[src/rtl/lif_update_unit.sv]
// Leaky integrate-and-fire update unit: latches a 16-lane NSR snapshot and
// writes back one updated membrane voltage per cycle, collecting spikes.
module lif_update_unit #(
  parameter int unsigned LANES      = 16,
  parameter int unsigned DW         = 32,
  parameter int unsigned AW         = 5,
  parameter int unsigned LEAK_SHIFT = 4,
  parameter logic [DW-1:0] V_RESET  = '0
) (
  input  logic                clk,
  input  logic                rst,
  input  logic                start,
  input  logic [AW-1:0]       base_addr,
  input  logic [LANES*DW-1:0] cur_in,
  input  logic [LANES*DW-1:0] vol_in,
  input  logic [DW-1:0]       vt_in,
  input  logic                stall,
  output logic                busy,
  output logic                done,
  output logic                wb_we,
  output logic [AW-1:0]       wb_wa,
  output logic [DW-1:0]       wb_wd,
  output logic [LANES-1:0]    spike_out,
  output logic [4:0]          spike_cnt
);
  localparam int unsigned LW = (LANES > 1) ? $clog2(LANES) : 1;

  localparam logic [1:0] IDLE = 2'd0;
  localparam logic [1:0] RUN  = 2'd1;
  localparam logic [1:0] DONE = 2'd2;

  logic [1:0]    state;
  logic [LW-1:0] lane;
  logic [DW-1:0] cur_r [LANES];
  logic [DW-1:0] vol_r [LANES];
  logic [DW-1:0] vt_r;
  logic [AW-1:0] base_r;

  logic signed [DW-1:0] v, c, vl;
  logic        [DW:0]   sum;
  logic        [DW-1:0] sat;
  logic                 fire;

  // Sum is formed one bit wider so overflow shows as a sign disagreement.
  always_comb begin
    v   = vol_r[lane];
    c   = cur_r[lane];
    vl  = v - (v >>> LEAK_SHIFT);
    sum = {vl[DW-1], vl} + {c[DW-1], c};
    sat = sum[DW-1:0];
    if (sum[DW] != sum[DW-1])
      sat = sum[DW] ? {1'b1, {(DW-1){1'b0}}} : {1'b0, {(DW-1){1'b1}}};
    fire = $signed(sat) >= $signed(vt_r);
  end

  assign busy = (state != IDLE);

  always_ff @(posedge clk) begin
    if (rst) begin
      state     <= IDLE;
      lane      <= '0;
      done      <= 1'b0;
      wb_we     <= 1'b0;
      wb_wa     <= '0;
      wb_wd     <= '0;
      spike_out <= '0;
      spike_cnt <= '0;
      vt_r      <= '0;
      base_r    <= '0;
      for (int unsigned i = 0; i < LANES; i++) begin
        cur_r[i] <= '0;
        vol_r[i] <= '0;
      end
    end else begin
      done  <= 1'b0;
      wb_we <= 1'b0;
      case (state)
        IDLE: if (start) begin
          for (int unsigned i = 0; i < LANES; i++) begin
            cur_r[i] <= cur_in[DW*i +: DW];
            vol_r[i] <= vol_in[DW*i +: DW];
          end
          vt_r      <= vt_in;
          base_r    <= base_addr;
          spike_out <= '0;
          spike_cnt <= '0;
          lane      <= '0;
          state     <= RUN;
        end
        RUN: if (!stall) begin
          wb_we <= 1'b1;
          wb_wa <= base_r + AW'(lane);
          wb_wd <= fire ? V_RESET : sat;
          if (fire) begin
            spike_out[lane] <= 1'b1;
            spike_cnt       <= spike_cnt + 5'd1;
          end
          if (lane == LW'(LANES - 1)) begin
            lane  <= '0;
            state <= DONE;
          end else begin
            lane <= lane + 1'b1;
          end
        end
        DONE: begin
          done  <= 1'b1;
          state <= IDLE;
        end
        default: state <= IDLE;
      endcase
    end
  end
endmodule

[config.mk]
export PLATFORM = sky130hd
export DESIGN_NAME = lif_update_unit
export DESIGN_NICKNAME = d
export VERILOG_FILES = /design/src/rtl/lif_update_unit.sv
export SDC_FILE = /design/constraint.sdc
export NUM_CORES = 2
export LEC_CHECK = 0
export CORE_AREA = 2 2 440 442
export DETAILED_ROUTE_END_ITERATION = 10
export DIE_AREA = 0 0 442 444
export SYNTH_ARGS = -nofsm -noshare
export SYNTH_HDL_FRONTEND = slang
export SYNTH_SLANG_ARGS = --single-unit
[constraint.sdc]
create_clock -name clk -period 78.3 [get_ports clk]
set_clock_uncertainty 0.15 [all_clocks]
set_input_delay 15.66 -clock clk [delete_from_list [all_inputs] [get_ports clk]]
set_output_delay 15.66 -clock clk [all_outputs]
set_load 0.05 [all_outputs]
### Yosys cells after proc, flatten, opt, wreduce, memory -nomap -nowiden

Memory sizes are Yosys's and may differ from the RTL's. A register that Yosys moved wholly into a read port is not among the register bits.
Cells that the tools add are included.

| word-level totals | value |
|---|---|
| flip-flop bits (word level) | 103 |
| RAM bits | 1024 |
| bits of input ports | 1065 |
| output and inout port bits | 61 |
| word-level logic and storage cells | 138 |
| memories kept | 2 |

| operators by class | value |
|---|---|
| $add $sub $neg | 5 |
| $lt $le $gt $ge | 3 |
| eq/ne operators | 8 |
| muxes and demuxes | 65 |
| bitwise operators | 35 |
| reductions and logical operators | 10 |

Memories:

| name | words | width | rd ports | clocked after memory_dff | write ports | RTL line | text |
|---|---|---|---|---|---|---|---|
| cur_r | 16 | 32 | 1 | 1 | 16 | 34 | `logic [DW-1:0] cur_r [LANES];` |
| vol_r | 16 | 32 | 1 | 1 | 16 | 35 | `logic [DW-1:0] vol_r [LANES];` |

Operators by type and width:

| cell | count |
|---|---|
| 2-to-1 mux 32 bit | 35 |
| 2-to-1 mux 16 bit | 3 |
| adder 32 x 32 -> 33 bit | 1 |
| >= comparator 32 bit | 1 |
| bitwise OR 1 bit | 32 |
| case mux 16 bit (2 select lines) | 1 |
| subtractor 32 x 28 -> 32 bit | 1 |
| 2-to-1 mux 4 bit | 7 |
| bitwise OR 16 bit | 1 |
| 2-to-1 mux 5 bit | 3 |
| case mux 5 bit (2 select lines) | 1 |
| 2-to-1 mux 1 bit | 9 |
| != test 2 bit (second input constant) | 4 |
| case mux 4 bit (2 select lines) | 1 |
| 2-to-1 mux 2 bit | 3 |
| AND reduction 3 bit | 2 |
| adder 5 x 1 -> 5 bit (second input constant) | 1 |
| adder 5 x 4 -> 5 bit | 1 |
| less-than comparator 4 x 5 -> 1 bit (second input constant) | 1 |
| adder 4 x 1 -> 4 bit (second input constant) | 1 |
| demux 1 bit (select 4 bit) | 1 |
| equality test 4 bit (second input constant) | 1 |
| >= comparator 4 x 1 -> 1 bit (second input constant) | 1 |
| case mux 2 bit (2 select lines) | 1 |
| other kinds (10) | 13 |

### Longest topological paths before layout

| depth | value |
|---|---|
| depth after elaboration | 8 |
| depth in mapped cells | 38 |

### Worst setup path after synthesis

Ideal clock, no wire load.

| timing | value |
|---|---|
| path kind | input port to flip-flop |
| start | in rst |
| end | reg (tool-made name) |
| setup time | 1.350 ns |
| data arrival time | 44.517 ns |
| data required time | 76.800 ns |
| slack | 32.283 ns |
| cell stages on the path | 5 |
| path buffers | 2 |
| cells stage by stage | clkbuf_1 a21oi_1 inv_1 clkbuf_1 nor2_1 |

RTL lines:

| what | RTL line | text |
|---|---|---|
| start: declaration | 11 | `input logic rst,` |

==> summary.md <==
| Metric | Value |
|---|---|
| Result of the run | finished, final reports clean |
| Synth-to-layout area growth | 34.4% |
| Number of nets produced by synthesis | 4,813 |
| Post-CTS resize count | 0 |
| Total iterations of the first detailed-routing run | 5 |
| Yosys warnings | 0 |
| # setup viols final | 0 |
| Hold Worst Slack | 0.300 ns |
| Sum of met3 wire segment lengths after detailed routing | 12.1 mm |
| CTS clk-pin slew, worst paths | 0.06 ns |
| Proportion of layout cells with a drive suffix above 1 | approximately an eighth |
| Initial core utilization | approximately 28% |
| Max Clock Freq | 0.0493 GHz |
| Final Total Pwr | 1.74 mW |
| Worst setup slack after placement | 57.30 ns |
| CTS tree | yes |
| R2R setup slack | 66.01 ns |
| Number of buffers inserted by post-CTS setup repair | 0 |
| Max Cap Viol | 0 |
| Core area | 192,000 um^2 |
| Cell accounting for the most synthesized area | sky130_fd_sc_hd__edfxtp_1 |
| Routed WL | roughly 200 mm |
| Most area-consuming cells after synthesis | sky130_fd_sc_hd__edfxtp_1 58%, sky130_fd_sc_hd__mux4_2 14%, sky130_fd_sc_hd__and2_1 7.6%, sky130_fd_sc_hd__nor2b_1 4.6%, sky130_fd_sc_hd__dfxtp_1 4.0% |
| CTS buffer count | 132 |
| Min-Delay Endpoint | wb_wa[2]$_SDFFE_PP0P_ |
| Number of global-route vias before repair | 35,581 |
| Die Y-Extent | 444 um |
| Net count, final | 5,896 |
| Via-per-instance ratio | roughly 4.8 |
| Synth Cell Area | ~53,000 um^2 |
| DR iter-0 viols | a little over 3,000 |
| Least-Margin Pin Slew | 1.12 ns |
| DP HPWL | 154 mm |
| Fin. Hold Viols | 0 |
| DRC viols | 0 |
| Startpoint of the worst hold path | wb_wa[2]$_SDFFE_PP0P_ |
| Maximum number of pins on one net before global-route repair | 159 |
| Type of the tightest min-delay check | register to register |
| Post-route setup slack | 58.03 ns |
| Minimum clock period | 20.27 ns |
| Accumulated negative setup slack | 0 ns |
| Reg-to-Reg End | spike_out[14]$_SDFFE_PP0P_ |
| Setup Crit Path Kind | input pin to register |
| Arrival @ worst endpoint | 20.52 ns |
| GRT Residual Overflow | 0 |
| Register area | around 33,000 um^2 |
| Synthesized area per cell | 14.7 um^2 |
| Antenna violations before repair | 74 |
| Wire length of the first global-routing pass | 275 mm |
| Most frequently used cell type in the post-synthesis netlist | sky130_fd_sc_hd__edfxtp_1 |
| Hold-fix buffer count after cts | 0 |
| Final cell count without fillers | 7,391 |
| Final core occ | between 30 and 40% |
| Cell count of the worst hold path | 2 |
| Synth unique cells | 67 |
| Synthesized instance count | 3,641 |
| Cell area power density | 24.2 nW/um^2 |
| Worst-case vdd ir drop | 0.0155 mV |
| Global Route Usage Sum | roughly a fifth |
| Proportion of netlist area held by the largest area contributor | 57.6% |
| Total Die Area | 196,000 um^2 |
| Startpoint type of the worst setup path | input pin |
| IO Port Bufs | between 1,000 and 1,500 |
| Unrepaired setup endpoints after global routing | no |
| Lkg Pwr | 25.6 nW |
| Worst relative slew slack | roughly a quarter |
| Final Cell Area | ~70,000 um^2 |
| Max H-tree Level | 4 |
| Final estimated routing congestion in global placement | 0.875 |
| Final Cycle Share | 25.9% |
| Area used by multi-input combinational logic | 19,300 um^2 |
| Number of synthesized register bits | 1,131 |
| Count of pins on the block boundary | 1,126 |
| Antenna Violating Nets Remaining | 0 |
| Standard-cell rows | 161 |
| Worst-skew pair later-pin latency | 0.80 ns |
| Clock tree root buffer cell | sky130_fd_sc_hd__clkbuf_16 |
| Top FF cell, synth | sky130_fd_sc_hd__edfxtp_1 |
| R2R cell count | 31 |
| Count of placed standard cells including taps | 7,116 |
| Sequential-to-total area share from yosys stat | 61.7% |
| Total routed wire length on the met1 layer | roughly 83 mm |
| Clock Sink Count | 1,131 |
| Nature of the critical path endpoint | register |
| Largest fanout on the critical path | 83 |
| Routed wirelength normalized by instance count | 27.1 um |
| Die Wd | 442 um |
| Final count of pins violating max slew | 0 |
| Overall via count from detail_route | ~35,000 |
| Synth async-reset ratio | 0% |
| Uppermost metal layer occupied by signal nets | met5 |
| CP required | 78.56 ns |
| Fill cell count | 18,223 |
| Number of enable-type register cells in the synthesized netlist | 1,024 |
| Dpl cell area | between 60,000 and 70,000 um^2 |
| Total met2 wirelength after detailed routing | between 90 and 100 mm |
| Top post-synthesis cells by count | 1,024 x sky130_fd_sc_hd__edfxtp_1, 646 x sky130_fd_sc_hd__and2_1, 394 x sky130_fd_sc_hd__nor2b_1, 320 x sky130_fd_sc_hd__mux4_2, 188 x sky130_fd_sc_hd__clkbuf_1 |
| Number of buffers on the longest clock path | 3 |
[cell type report]
class                           count  area share [%]
Clock inverter                     78            1.05
Tap cell                         2526            4.41
Timing Repair Buffer             1170            16.2
Multi-Input combinational cell   2201            26.9
Sequential cell                  1131            45.9
Antenna cell                       33           0.115
Inverter                           88           0.471
Clock buffer                      164            4.88
[routing by layer]
metal	vias to the layer above	global-route usage (%)
li1	15688	-
met1	17920	25.9
met2	1325	33.5
met3	244	4.08
met4	18	6.58
met5	-	0
[registers in the layout, indices dropped and copies added (netlist names), named ones only]
signal / cells
wb_wd: 32
done: 1
wb_wa: 5
spike_cnt: 5
wb_we: 1
spike_out: 16
state: 2
cur_r: 512
lane: 4
vt_r: 32
base_r: 5
vol_r: 512
[cells in the final DEF, fill, tap and decap left out, types with 30 or more instances in the layout]
cell type / Yosys / final
sky130_fd_sc_hd__a21o_1: 30 / 30
sky130_fd_sc_hd__dfxtp_1: 107 / 103
sky130_fd_sc_hd__clkbuf_16: 0 / 134
sky130_fd_sc_hd__and2_1: 646 / 646
sky130_fd_sc_hd__nor2b_1: 394 / 394
sky130_fd_sc_hd__inv_1: 88 / 87
sky130_fd_sc_hd__mux4_2: 320 / 320
sky130_fd_sc_hd__o21ai_0: 101 / 101
sky130_fd_sc_hd__diode_2: 0 / 33
sky130_fd_sc_hd__nor2_1: 76 / 74
sky130_fd_sc_hd__clkdlybuf4s50_1: 0 / 1124
sky130_fd_sc_hd__edfxtp_1: 1024 / 1024
sky130_fd_sc_hd__clkinv_1: 0 / 30
sky130_fd_sc_hd__xnor2_1: 34 / 34
sky130_fd_sc_hd__nand2_1: 146 / 146
sky130_fd_sc_hd__a21oi_1: 85 / 84
sky130_fd_sc_hd__ha_1: 104 / 104
sky130_fd_sc_hd__buf_4: 3 / 42
[cell families after synthesis]
| family | after synthesis | share of synthesized area [%] |
|---|---|---|
| AO/OA/AOI/OAI | 334 | 3.93 |
| multiplexers | 323 | 13.6 |
| adder cells (fa/ha/maj) | 107 | 2.55 |
| XOR/XNOR | 54 | 0.887 |
| flip-flops | 1131 | 61.7 |
| buffers and inverters | 309 | 2.23 |
| AND/OR/NAND/NOR | 1383 | 15.2 |
[worst max-delay path by stage]
stage,start,to,slack (ns)
CTS,start,cur_r[4][26]$_SDFFCE_PN0P_,58.14
global placement,start,cur_r[4][20]$_SDFFCE_PN0P_,57.39
global route,start,cur_r[4][26]$_SDFFCE_PN0P_,57.82
detailed placement,start,cur_r[10][26]$_SDFFCE_PP0P_,57.30
finish,start,cur_r[10][7]$_SDFFCE_PP0P_,58.03
floorplan,rst,register,32.28
[critical path, stage by stage]
cell and delay [ns]:
sky130_fd_sc_hd__clkdlybuf4s50_1 0.56, sky130_fd_sc_hd__a21oi_2 0.08, sky130_fd_sc_hd__buf_4 0.26, sky130_fd_sc_hd__inv_8 0.37
sky130_fd_sc_hd__buf_4 0.65, sky130_fd_sc_hd__buf_4 0.95, sky130_fd_sc_hd__buf_4 0.85, sky130_fd_sc_hd__buf_4 0.82
[report_power, final]
group / leakage (nW) / internal (mW) / switching (mW)
registers: 11.9 / 0.711 / 0.0175
clock network: 2.06 / 0.347 / 0.263
logic: 11.7 / 0.172 / 0.227
total: 25.6 / 1.23 / 0.507
Power figures use the tool's default switching activity.
